### src/rtl/sched_pkg.sv
// sched_pkg: shared constants and types for the reservation-station issue
// scheduler (rs_issue_sched) and the logic that talks to it.
//   RS_ENTRIES / RS_IDX_W : default entry count and index width
//   entry_idx_t           : one RS entry index
//   entry_vec_t           : one bit per RS entry
//   OP_* constants        : opcodes shared with the RS operand storage
package sched_pkg;

  localparam int RS_ENTRIES = 4;
  localparam int RS_IDX_W   = $clog2(RS_ENTRIES);

  typedef logic [RS_IDX_W-1:0]   entry_idx_t;
  typedef logic [RS_ENTRIES-1:0] entry_vec_t;

  localparam logic [6:0] OP_REG = 7'b0110011;

endpackage

### src/rtl/rs_issue_sched_if.sv
// rs_issue_sched_if: groups the scheduler's allocate/ready/stall/flush inputs
// and its issue/status outputs.
//   slave  : the scheduler side (rs_issue_sched)
//   master : the surrounding ID / RS / EX / ROB side
interface rs_issue_sched_if
  import sched_pkg::*;
#(
  parameter int ENTRIES = RS_ENTRIES,
  parameter int IDX_W   = $clog2(ENTRIES)
);
  logic               alloc_valid_id2sched;
  logic [IDX_W-1:0]   alloc_idx_id2sched;
  logic [ENTRIES-1:0] ready_rs2sched;
  logic               stop_ex2sched;
  logic               flush_rob2sched;
  logic               issue_valid_sched2rs;
  logic [IDX_W-1:0]   issue_idx_sched2rs;
  logic [ENTRIES-1:0] free_sched2id;
  logic               full_sched2id;
  logic               alloc_err_sched2id;

  modport slave (
    input  alloc_valid_id2sched, alloc_idx_id2sched, ready_rs2sched,
           stop_ex2sched, flush_rob2sched,
    output issue_valid_sched2rs, issue_idx_sched2rs, free_sched2id,
           full_sched2id, alloc_err_sched2id
  );

  modport master (
    output alloc_valid_id2sched, alloc_idx_id2sched, ready_rs2sched,
           stop_ex2sched, flush_rob2sched,
    input  issue_valid_sched2rs, issue_idx_sched2rs, free_sched2id,
           full_sched2id, alloc_err_sched2id
  );
endinterface

### src/rtl/rs_age_matrix.sv
// rs_age_matrix: allocation-order matrix for the RS entries.
// older_q[i][j] = 1 means entry i was allocated before entry j.
//   clk, res      : clock, synchronous active-high reset
//   alloc_en      : entry alloc_idx is written this cycle (already legal)
//   alloc_idx     : entry being allocated
//   occ           : current occupancy, snapshot into the new entry's column
//   cand          : candidate vector to select from
//   oldest_onehot : the candidate no other candidate is older than (0 if none)
module rs_age_matrix
  import sched_pkg::*;
#(
  parameter int ENTRIES = RS_ENTRIES,
  parameter int IDX_W   = $clog2(ENTRIES)
) (
  input  logic               clk,
  input  logic               res,
  input  logic               alloc_en,
  input  logic [IDX_W-1:0]   alloc_idx,
  input  logic [ENTRIES-1:0] occ,
  input  logic [ENTRIES-1:0] cand,
  output logic [ENTRIES-1:0] oldest_onehot
);

  logic [ENTRIES-1:0] older_q [ENTRIES];
  logic [ENTRIES-1:0] older_d [ENTRIES];
  logic [ENTRIES-1:0] blocked;

  // The new entry is younger than everything currently occupied and older
  // than nothing. Rows of unoccupied entries may be stale; occ/cand mask them.
  always_comb begin
    older_d = older_q;
    if (alloc_en) begin
      for (int j = 0; j < ENTRIES; j++) begin
        if (IDX_W'(j) != alloc_idx) older_d[j][alloc_idx] = occ[j];
      end
      older_d[alloc_idx] = '0;
    end
  end

  // An entry is blocked when some other candidate is older than it.
  always_comb begin
    // NOTE: every always_comb output gets a default before any branch so no latch is inferred.
    blocked       = '0;
    oldest_onehot = '0;
    for (int i = 0; i < ENTRIES; i++) begin
      for (int j = 0; j < ENTRIES; j++) begin
        blocked[i] = blocked[i] | (cand[j] & older_q[j][i]);
      end
      oldest_onehot[i] = cand[i] & ~blocked[i];
    end
  end

  // NOTE: the matrix is a small flop array, so it is reset like any other state rather than left as uninitialised storage.
  always_ff @(posedge clk) begin
    if (res) older_q <= '{default: '0};
    else     older_q <= older_d;
  end

endmodule

### src/rtl/rs_issue_sched.sv
// rs_issue_sched: reservation-station issue scheduler. Tracks entry
// occupancy and allocation age, and each cycle registers the oldest occupied
// entry whose operands are ready onto the issue outputs. A presented issue is
// held unchanged while EX asserts stop.
//   clk, res : clock, synchronous active-high reset
//   bus      : rs_issue_sched_if.slave (alloc, ready, stop, flush in;
//              issue, free, full, alloc_err out)
//   issued_cnt_sched, stall_cnt_sched : saturating fire / stall-cycle
//              counters, present only when RS_ISSUE_STATS_EN is defined
module rs_issue_sched
  import sched_pkg::*;
#(
  parameter int ENTRIES = RS_ENTRIES,
  parameter int IDX_W   = $clog2(ENTRIES)
) (
  input  logic         clk,
  input  logic         res,
  rs_issue_sched_if.slave bus
`ifdef RS_ISSUE_STATS_EN
  ,
  output logic [31:0]  issued_cnt_sched,
  output logic [31:0]  stall_cnt_sched
`endif
);

  localparam logic [ENTRIES-1:0] ONE = {{(ENTRIES-1){1'b0}}, 1'b1};

  logic [ENTRIES-1:0] occ_q, occ_d;
  logic               issue_valid_q, issue_valid_d;
  logic [IDX_W-1:0]   issue_idx_q, issue_idx_d;
  logic               alloc_err_q, alloc_err_d;

  logic               fire, stall, alloc_ok, alloc_bad;
  logic [ENTRIES-1:0] fire_mask, alloc_mask, cand, oldest_onehot;
  logic [IDX_W-1:0]   sel_idx;

  assign fire       = issue_valid_q & ~bus.stop_ex2sched;
  assign stall      = issue_valid_q & bus.stop_ex2sched;
  assign fire_mask  = fire ? (ONE << issue_idx_q) : '0;
  assign alloc_mask = ONE << bus.alloc_idx_id2sched;
  // An entry firing this cycle is still occupied, so allocating it is illegal.
  // Flush drops any same-cycle allocation, legal or not.
  assign alloc_bad  = bus.alloc_valid_id2sched & ~bus.flush_rob2sched
                    & |(occ_q & alloc_mask);
  assign alloc_ok   = bus.alloc_valid_id2sched & ~bus.flush_rob2sched
                    & ~|(occ_q & alloc_mask);
  // Dropping the firing entry lets the next oldest issue with no bubble.
  assign cand       = occ_q & bus.ready_rs2sched & ~fire_mask;

  rs_age_matrix #(.ENTRIES(ENTRIES), .IDX_W(IDX_W)) u_age (
    .clk          (clk),
    .res          (res),
    .alloc_en     (alloc_ok),
    .alloc_idx    (bus.alloc_idx_id2sched),
    .occ          (occ_q),
    .cand         (cand),
    .oldest_onehot(oldest_onehot)
  );

  always_comb begin
    sel_idx = '0;
    for (int i = 0; i < ENTRIES; i++) begin
      if (oldest_onehot[i]) sel_idx = IDX_W'(i);
    end
  end

  always_comb begin
    occ_d         = (occ_q & ~fire_mask) | (alloc_ok ? alloc_mask : '0);
    issue_valid_d = |cand;
    issue_idx_d   = sel_idx;
    alloc_err_d   = alloc_err_q | alloc_bad;
    if (bus.flush_rob2sched) begin
      occ_d         = '0;
      issue_valid_d = 1'b0;
      issue_idx_d   = '0;
    end else if (stall) begin
      // No reordering under stall: even a newly ready older entry waits.
      issue_valid_d = issue_valid_q;
      issue_idx_d   = issue_idx_q;
    end
  end

  always_ff @(posedge clk) begin
    // NOTE: state registers use non-blocking assignment so every flop samples pre-edge values.
    if (res) begin
      occ_q         <= '0;
      issue_valid_q <= 1'b0;
      issue_idx_q   <= '0;
      alloc_err_q   <= 1'b0;
    end else begin
      occ_q         <= occ_d;
      issue_valid_q <= issue_valid_d;
      issue_idx_q   <= issue_idx_d;
      alloc_err_q   <= alloc_err_d;
    end
  end

  assign bus.issue_valid_sched2rs = issue_valid_q;
  assign bus.issue_idx_sched2rs   = issue_idx_q;
  assign bus.free_sched2id        = ~occ_q;
  assign bus.full_sched2id        = &occ_q;
  assign bus.alloc_err_sched2id   = alloc_err_q;

`ifdef RS_ISSUE_STATS_EN
  logic [31:0] issued_cnt_q, issued_cnt_d;
  logic [31:0] stall_cnt_q,  stall_cnt_d;

  // Saturating counters; only reset clears them, flush leaves them alone.
  always_comb begin
    issued_cnt_d = issued_cnt_q;
    stall_cnt_d  = stall_cnt_q;
    if (fire  && issued_cnt_q != '1) issued_cnt_d = issued_cnt_q + 32'd1;
    if (stall && stall_cnt_q  != '1) stall_cnt_d  = stall_cnt_q + 32'd1;
  end

  always_ff @(posedge clk) begin
    if (res) begin
      issued_cnt_q <= '0;
      stall_cnt_q  <= '0;
    end else begin
      issued_cnt_q <= issued_cnt_d;
      stall_cnt_q  <= stall_cnt_d;
    end
  end

  assign issued_cnt_sched = issued_cnt_q;
  assign stall_cnt_sched  = stall_cnt_q;
`endif

endmodule

### src/flat_wrapper.sv
// flat-port wrapper written by rule: the top's interface ports become plain ports
module rs_issue_sched_flat import sched_pkg::*;
#(
  parameter int ENTRIES = RS_ENTRIES,
  parameter int IDX_W   = $clog2(ENTRIES)
)
  (clk, res, bus_alloc_valid_id2sched, bus_alloc_idx_id2sched, bus_ready_rs2sched, bus_stop_ex2sched, bus_flush_rob2sched, bus_issue_valid_sched2rs, bus_issue_idx_sched2rs, bus_free_sched2id, bus_full_sched2id, bus_alloc_err_sched2id);
  rs_issue_sched_if #(.ENTRIES(ENTRIES), .IDX_W(IDX_W)) bus_i ();
  input  logic clk;
  input  logic res;
  input wire logic [$bits(bus_i.alloc_valid_id2sched)-1:0] bus_alloc_valid_id2sched;
  input wire logic [$bits(bus_i.alloc_idx_id2sched)-1:0] bus_alloc_idx_id2sched;
  input wire logic [$bits(bus_i.ready_rs2sched)-1:0] bus_ready_rs2sched;
  input wire logic [$bits(bus_i.stop_ex2sched)-1:0] bus_stop_ex2sched;
  input wire logic [$bits(bus_i.flush_rob2sched)-1:0] bus_flush_rob2sched;
  output wire logic [$bits(bus_i.issue_valid_sched2rs)-1:0] bus_issue_valid_sched2rs;
  output wire logic [$bits(bus_i.issue_idx_sched2rs)-1:0] bus_issue_idx_sched2rs;
  output wire logic [$bits(bus_i.free_sched2id)-1:0] bus_free_sched2id;
  output wire logic [$bits(bus_i.full_sched2id)-1:0] bus_full_sched2id;
  output wire logic [$bits(bus_i.alloc_err_sched2id)-1:0] bus_alloc_err_sched2id;
  assign bus_i.alloc_valid_id2sched = bus_alloc_valid_id2sched;
  assign bus_i.alloc_idx_id2sched = bus_alloc_idx_id2sched;
  assign bus_i.ready_rs2sched = bus_ready_rs2sched;
  assign bus_i.stop_ex2sched = bus_stop_ex2sched;
  assign bus_i.flush_rob2sched = bus_flush_rob2sched;
  assign bus_issue_valid_sched2rs = bus_i.issue_valid_sched2rs;
  assign bus_issue_idx_sched2rs = bus_i.issue_idx_sched2rs;
  assign bus_free_sched2id = bus_i.free_sched2id;
  assign bus_full_sched2id = bus_i.full_sched2id;
  assign bus_alloc_err_sched2id = bus_i.alloc_err_sched2id;
  rs_issue_sched #(.ENTRIES(ENTRIES), .IDX_W(IDX_W)) u_core (.clk(clk), .res(res), .bus(bus_i));
endmodule
### config.mk
export PLATFORM = sky130hd
export DESIGN_NAME = rs_issue_sched_flat
export DESIGN_NICKNAME = d
export VERILOG_FILES = /design/src/rtl/sched_pkg.sv /design/src/rtl/rs_issue_sched_if.sv /design/src/rtl/rs_age_matrix.sv /design/src/rtl/rs_issue_sched.sv /design/src/flat_wrapper.sv
export SDC_FILE = /design/constraint.sdc
export NUM_CORES = 1
export LEC_CHECK = 0
export ABC_AREA = 1
export CORE_UTILIZATION = 50
export DETAILED_ROUTE_END_ITERATION = 12
export GPL_ROUTABILITY_DRIVEN = 0
export GPL_TIMING_DRIVEN = 0
export PLACE_DENSITY = 0.76
export SETUP_SLACK_MARGIN = 0.5
export SLEW_MARGIN = 20
export SYNTH_ARGS = -nofsm -noshare
export SYNTH_HDL_FRONTEND = slang
export SYNTH_SLANG_ARGS = --single-unit
export TNS_END_PERCENT = 1
### constraint.sdc
create_clock -name clk -period 2.1 [get_ports clk]
set_input_delay 0.42 -clock clk [delete_from_list [all_inputs] [get_ports clk]]
set_output_delay 0.42 -clock clk [all_outputs]
set_load 0.05 [all_outputs]
==> flow_summary_export.csv, run 1 <==
group,metric,value,unit
clock_tree,cts.root.buffer_cell,"sky130_fd_sc_hd__clkbuf_4",
cells_and_area,antenna-diode-count,0,
detailed_routing,route.vias.total,1128,
cells_and_area,layout.cells.most_common,"sky130_fd_sc_hd__nand2_1",
floorplanning,std_cell_rows,16,
clock_tree,cts_buffer_depth,2,
cells_and_area,layout-drive-gt1-share,21.7,%
pwr,p_int,0.000521,W
placed_design,detailed_place.area,1360,sq um
setup_path,timing.critical_path.cells,"clkdlybuf4s15_1",
logic_synthesis,synth_xor_xnor_area_share,0,%
logic_synthesis,post_synth.cell_area_avg,6.86,sq um
pwr,ratio_of_total_power_to_cell_area,487,nW/um^2
grt,globalRouteOverflowTotal,0,
flow_run,drv_cap,0,
logic_synthesis,synth_cell_types,29,
logic_synthesis,syn-cell-area,1120,sq um
pwr,reported_net_switching_power,0.000177,W
clock_tree,clock_tree_from_tritoncts,"built",
clock_tree,tritoncts.num_buffers,3,
clock_tree,worst_skew_pair.late_latency,0.30,ns
detailed_routing,drc,0,
floorplanning,boundaryPins,20,
logic_synthesis,post_synth_adder_cell_area,0,%
setup_path,critical_path_arrival,1.26,ns
sta,min_cycle_time_layout,1.68,ns
status,result_of_the_run,"complete, no violations",
setup_path,worst_r2r_startpoint,"u_core.occ_q[1]",
sta,hold_viol,0,
floorplanning,initial_cell_density_of_the_core,54.8,%
detailed_routing,drt_wl_total,2550,microns
detailed_routing,vias_per_cell,5.22,
cells_and_area,final-seq-area,413,sq um
logic_synthesis,syn-instance-count,163,
sta,fin_worst_skew,0.00299,ns
cells_and_area,multi_input_area,608,sq um
floorplanning,die_area,2430,sq um
setup_path,timing.reg2reg.setup_slack,0.84,ns
logic_synthesis,yosys_register_bits,20,
setup_path,worstSetupStartpointType,"register",
floorplanning,floorplan.die.width,49.3,microns
logic_synthesis,seq_area_frac_synth,35.8,%
floorplanning,die_h,49.3,microns
sta,achievable-frequency,596,MHz
cells_and_area,layout_common_cells,"sky130_fd_sc_hd__nand2_1, sky130_fd_sc_hd__nand3_1, sky130_fd_sc_hd__nor2_1, sky130_fd_sc_hd__dfxtp_1, sky130_fd_sc_hd__inv_1",
setup_path,timing_worst_setup_path_type,"register to output port",
pwr,power.switching_fraction,25.3,%
sta,finalSetupViolations,0,
logic_synthesis,synth_compound_gate_area_share,15.2,%
logic_synthesis,muxShareOfSynthArea,0,%
grt,grtUsageTotal,23.2,%
sta,period_share,80.0,%
clock_tree,cts-hold-fix-buffers,0,
grt,grt_first_pass_wirelength,4320,microns
placed_design,io_buffers,18,
pwr,static-leakage-power,0.593,nW
setup_path,worst_path_max_delay_cell,"sky130_fd_sc_hd__clkdlybuf4s15_1",
setup_path,critPathRequiredTime,1.68,ns
clock_tree,cts.sinks,20,
pwr,share_clk_of_total_power,32.3,%
setup_path,worst_path_dominant_cell_family,"buffers and inverters",
logic_synthesis,synth_warnings,0,
logic_synthesis,edff_count_synth,0,
logic_synthesis,yosys_most_used_dff,"sky130_fd_sc_hd__dfxtp_1",
floorplanning,coreArea,2040,sq um
min_path,worstHoldStart,"res",
grt,first_global_vias,1030,
detailed_routing,drt_iter0_markers,26,
cells_and_area,area_delta_synth_final,28.2,%
sta,slew_headroom,67.6,%
cells_and_area,finish.instance_area,1430,sq um
detailed_routing,post_drt_wl_per_cell,11.8,microns
clock_tree,h-tree-depth,1,
detailed_routing,dr.pass1.iters,4,
logic_synthesis,synth_fp_nets,174,
grt,number_of_antenna_violations_at_the_first_check_in_global_routing,0,
pwr,share_seq_of_total_power,54.8,%
setup_path,max_stage_delay,0.52,ns
setup_path,critical_path.endpoint_type,"output port",
clock_tree,clk_pin_slew,0.11,ns
sta,worst-slew-pin-transition,0.487,ns
cells_and_area,final_nets,201,
logic_synthesis,synthSimpleGateAreaFrac,37.8,%
pwr,max-vdd-ir-drop,494,uV
sta,tns,0,ns
sta,grt_setup_unrepaired,"yes",
logic_synthesis,async_reset_ff_share,0,%
cells_and_area,fillerInstances,189,
grt,pin_count_of_the_biggest_net_entering_global_routing,12,
pwr,share_comb_of_total_power,12.9,%
placed_design,hpwlAfterDp,2030,microns
setup_path,path_max_fanout,6,
min_path,min_path_type,"input pin to register",
setup_path,total_buffers_and_inverters_traversed_by_the_critical_path,1,
sta,slew_viol_final,0,
logic_synthesis,synth_top_family_by_area,"simple AND/OR/NAND/NOR gates",
detailed_routing,antenna_left,0,
setup_path,startpoint,"u_core.bus.issue_idx_sched2rs[0]",
-- power by group through the flow --
stage / combinational, W / clock (W) / sequential, W
floorplan: 0.0000526 / 0 / 0.000395
global placement: 0.0000872 / 0 / 0.000394
detailed placement: 0.0000884 / 0 / 0.000394
CTS: 0.0000880 / 0.000233 / 0.000385
global route: 0.0000977 / 0.000245 / 0.000383
finish: 0.0000903 / 0.000226 / 0.000382
-- cell usage after synthesis, types with 2 or more instances --
library cell               number  area (sq um)
sky130_fd_sc_hd__nand2_2        3          18.8
sky130_fd_sc_hd__a21oi_1       12          60.1
sky130_fd_sc_hd__nor2_1        16          60.1
sky130_fd_sc_hd__nand2_1       39           146
sky130_fd_sc_hd__nand3_2        2          20.0
sky130_fd_sc_hd__nand3_1       16          80.1
sky130_fd_sc_hd__nor3_1         2          10.0
sky130_fd_sc_hd__inv_1         16          60.1
sky130_fd_sc_hd__inv_2          3          11.3
sky130_fd_sc_hd__o21ai_1        5          25.0
sky130_fd_sc_hd__clkinv_1       5          18.8
sky130_fd_sc_hd__nand4_1        6          37.5
sky130_fd_sc_hd__a21oi_2        3          26.3
sky130_fd_sc_hd__dfxtp_1       20           400
-- metal layers --
layer | vias to the layer above | share of wire, % | routed length [microns] | GRT usage (%)
li1 | 582 | - | - | -
met2 | 23 | 49 | 1240 | 38.6
met3 | 2 | 6.8 | 174 | 6.85
met5 | - | 0 | 0 | 0
met1 | 521 | 44 | 1120 | 29.6
met4 | 0 | 0.31 | 8 | 4.41
-- kinds of logic (layout without fill, tap and decap cells) --
group,after synthesis,after routing
flops,20,20
simple gates,88,88
buf+inv,29,55
compound gates,26,26
-- worst paths after layout --
check,to,cells past startpoint
setup / recovery,bus_issue_idx_sched2rs[0],1
hold / removal,u_core.u_age.older_q[1],2
setup reg to reg,u_core.u_age.older_q[10],7
hold reg to reg,u_core.u_age.older_q[6],2
-- final cells by class --
cell class	instances	area share [%]
buffer	3	1.66
clock buffer	4	2.53
inverter	26	7.33
multi-input combinational	114	42.4
sequential	20	28.8
tap	27	2.36
timing repair buffer	22	14.9
-- per-stage QoR --
step / util (%) / hold slack, ns / setup WS, ns / power [W] / cells
floorplan: - / 0.416 / 0.363 / 0.000447 / 163
global placement: 66.4 / 0.433 / 0.0341 / 0.000481 / 208
detailed placement: 66.4 / 0.439 / 0.0256 / 0.000482 / 208
CTS: 68.4 / 0.320 / 0.385 / 0.000706 / 212
global route: 70.2 / 0.318 / 0.372 / 0.000726 / 216
finish: 70.2 / 0.331 / 0.421 / 0.000698 / 216
-- timing repair --
item | 4_1_cts | 5_1_grt
buffers inserted | 0 | 4
endpoints found under the hold margin | 0 | 0
gates resized for setup | 26 | 4
pin swaps | 0 | 0
endpoints found under the setup margin | 9 | 12
-- registers in the layout (all words and copies together) (netlist names) --
signal / flops
u_core.bus.alloc_err_sched2id: 1
u_core.bus.issue_valid_sched2rs: 1
u_core.u_age.older_q: 12
u_core.occ_q: 4
u_core.bus.issue_idx_sched2rs: 2
(Power assumes the default switching activity.)
==> run 2: changes to the inputs <==
clock period = 1.8 ns   (was 2.1 ns; I/O delays follow)
==> flow_summary_export.csv, run 2 (synthesis results as in run 1) <==
group,metric,value,unit
cells_and_area,multi_input_area,608,sq um
setup_path,critPathRequiredTime,1.44,ns
setup_path,critical_path_arrival,1.20,ns
floorplanning,floorplan.die.width,49.3,microns
sta,finalSetupViolations,0,
clock_tree,clk_pin_slew,0.11,ns
pwr,total_power_after_layout,0.000816,W
setup_path,path_max_fanout,3,
sta,fin_worst_skew,0.00120,ns
setup_path,critical_path.endpoint_type,"output port",
placed_design,hpwlAfterDp,2030,microns
cells_and_area,layout.cells.most_common,"sky130_fd_sc_hd__nand2_1",
floorplanning,boundaryPins,20,
setup_path,timing_worst_setup_path_type,"register to output port",
cells_and_area,layout_common_cells,"sky130_fd_sc_hd__nand2_1, sky130_fd_sc_hd__nand3_1, sky130_fd_sc_hd__nor2_1, sky130_fd_sc_hd__dfxtp_1, sky130_fd_sc_hd__inv_1",
cells_and_area,finalNonFillerCells,215,
cells_and_area,fillerInstances,189,
cells_and_area,layout-drive-gt1-share,22.3,%
grt,number_of_antenna_violations_at_the_first_check_in_global_routing,0,
sta,tns,0,ns
sta,grt_setup_unrepaired,"yes",
detailed_routing,drc,0,
min_path,min_path_type,"input pin to register",
placed_design,io_buffers,18,
placed_design,numPlacedInstances,208,
status,result_of_the_run,"complete, no violations",
detailed_routing,drt_wl_total,2660,microns
cells_and_area,registers.top_by_ff_count,"u_core.u_age.older_q",
clock_tree,cts_buffer_depth,2,
clock_tree,h-tree-depth,1,
sta,slew_headroom,67.8,%
sta,min_cycle_time_layout,1.56,ns
clock_tree,tritoncts.num_buffers,3,
cells_and_area,area_delta_synth_final,27.3,%
clock_tree,worst_skew_pair.late_latency,0.30,ns
sta,hold_viol,0,
pwr,static-leakage-power,0.579,nW
sta,worst-slew-pin-transition,0.486,ns
cells_and_area,final-seq-area,413,sq um
grt,globalRouteOverflowTotal,0,
flow_run,drv_cap,0,
floorplanning,std_cell_rows,16,
cells_and_area,largest_register_ffs,12,
placed_design,pre_cts_slack,-0.214,ns
grt,first_global_vias,1048,
clock_tree,cts.sinks,20,
floorplanning,die_h,49.3,microns
setup_path,worstSetupStartpointType,"register",
detailed_routing,vias_per_cell,5.22,
detailed_routing,dr.pass1.iters,4,
pwr,max-vdd-ir-drop,576,uV
sta,period_share,86.4,%
grt,grtUsageTotal,24.0,%
floorplanning,die_area,2430,sq um
grt,pin_count_of_the_biggest_net_entering_global_routing,12,
sta,slew_viol_final,0,
floorplanning,initial_cell_density_of_the_core,54.8,%
cells_and_area,antenna-diode-count,0,
clock_tree,clock_tree_from_tritoncts,"built",
floorplanning,coreArea,2040,sq um
detailed_routing,drt_iter0_markers,21,
detailed_routing,antenna_left,0,
sta,final.setup.worst_slack,0.245,ns
clock_tree,cts.root.buffer_cell,"sky130_fd_sc_hd__clkbuf_4",
detailed_routing,post_drt_wl_per_cell,12.4,microns
pwr,ratio_of_total_power_to_cell_area,573,nW/um^2
cells_and_area,final_nets,200,
detailed_routing,route.vias.total,1122,
clock_tree,cts-hold-fix-buffers,0,
sta,achievable-frequency,643,MHz
grt,grt_first_pass_wirelength,4430,microns
-- run 2: cell count changes in the layout (fill, tap and decap cells not counted) --
cell | previous run | this run
sky130_fd_sc_hd__buf_2 | 1 | 2
sky130_fd_sc_hd__buf_4 | 5 | 4
sky130_fd_sc_hd__dlygate4sd2_1 | 2 | 1
sky130_fd_sc_hd__clkdlybuf4s15_2 | 4 | 5
sky130_fd_sc_hd__clkdlybuf4s15_1 | 2 | 1
-- run 2: metal layers --
metal,share of wire (%),global-route usage (%)
met5,0,0
met4,0.72,4.41
met3,5.6,6.85
met2,48,40.2
met1,46,30.5
-- run 2: final timing paths --
kind,startpoint,slack [ns],cells past startpoint,end
max,u_core.occ_q[0],0.24,3,bus_full_sched2id
min reg2reg,u_core.u_age.older_q[6],0.46,2,u_core.u_age.older_q[6]
min,res,0.27,2,u_core.u_age.older_q[1]
max reg2reg,u_core.occ_q[3],0.52,7,u_core.u_age.older_q[10]
-- run 2: layout make-up --
class,count,area share (%)
Tap cell,27,2.37
Multi-Input combinational cell,114,42.7
Buffer,3,1.67
Sequential cell,20,29.0
Timing Repair Buffer,21,14.3
Clock buffer,4,2.55
Inverter,26,7.38
-- run 2: critical path: stages (launching register included) --
cell and delay [ns]:
sky130_fd_sc_hd__dfxtp_4 0.37, sky130_fd_sc_hd__inv_2 0.05, sky130_fd_sc_hd__nor4_4 0.27, sky130_fd_sc_hd__buf_6 0.19
-- run 2: per-stage QoR --
| step | util, % | hold slack [ns] | cell area, sq um |
|---|---|---|---|
| 6_report | 69.7 | 0.270 | 1420 |
| 5_1_grt | 69.7 | 0.258 | 1420 |
| 4_1_cts | 69.7 | 0.260 | 1420 |
| 3_5_place_dp | 66.4 | 0.439 | 1360 |
| 3_3_place_gp | 66.4 | 0.433 | 1360 |
| 2_1_floorplan | - | 0.416 | 1140 |
-- run 2: repair_timing --
item / in CTS / in global routing
setup buffers: 3 / 0
setup endpoints to repair: 28 / 29
resized for setup: 35 / 0
pin swaps: 0 / 0
-- run 2: power breakdown --
part           internal (W)  switching [W]
combinational     0.0000421      0.0000642
sequential         0.000442     0.00000330
clock              0.000124       0.000141
total              0.000608       0.000208
==> run 3: changes to the inputs <==
CTS_CLUSTER_SIZE = 30   (was default)
SKIP_LAST_GASP = 1   (was default)
==> results of run 3 <==
The final DEF is identical to that of run 2; final timing and power are the same.
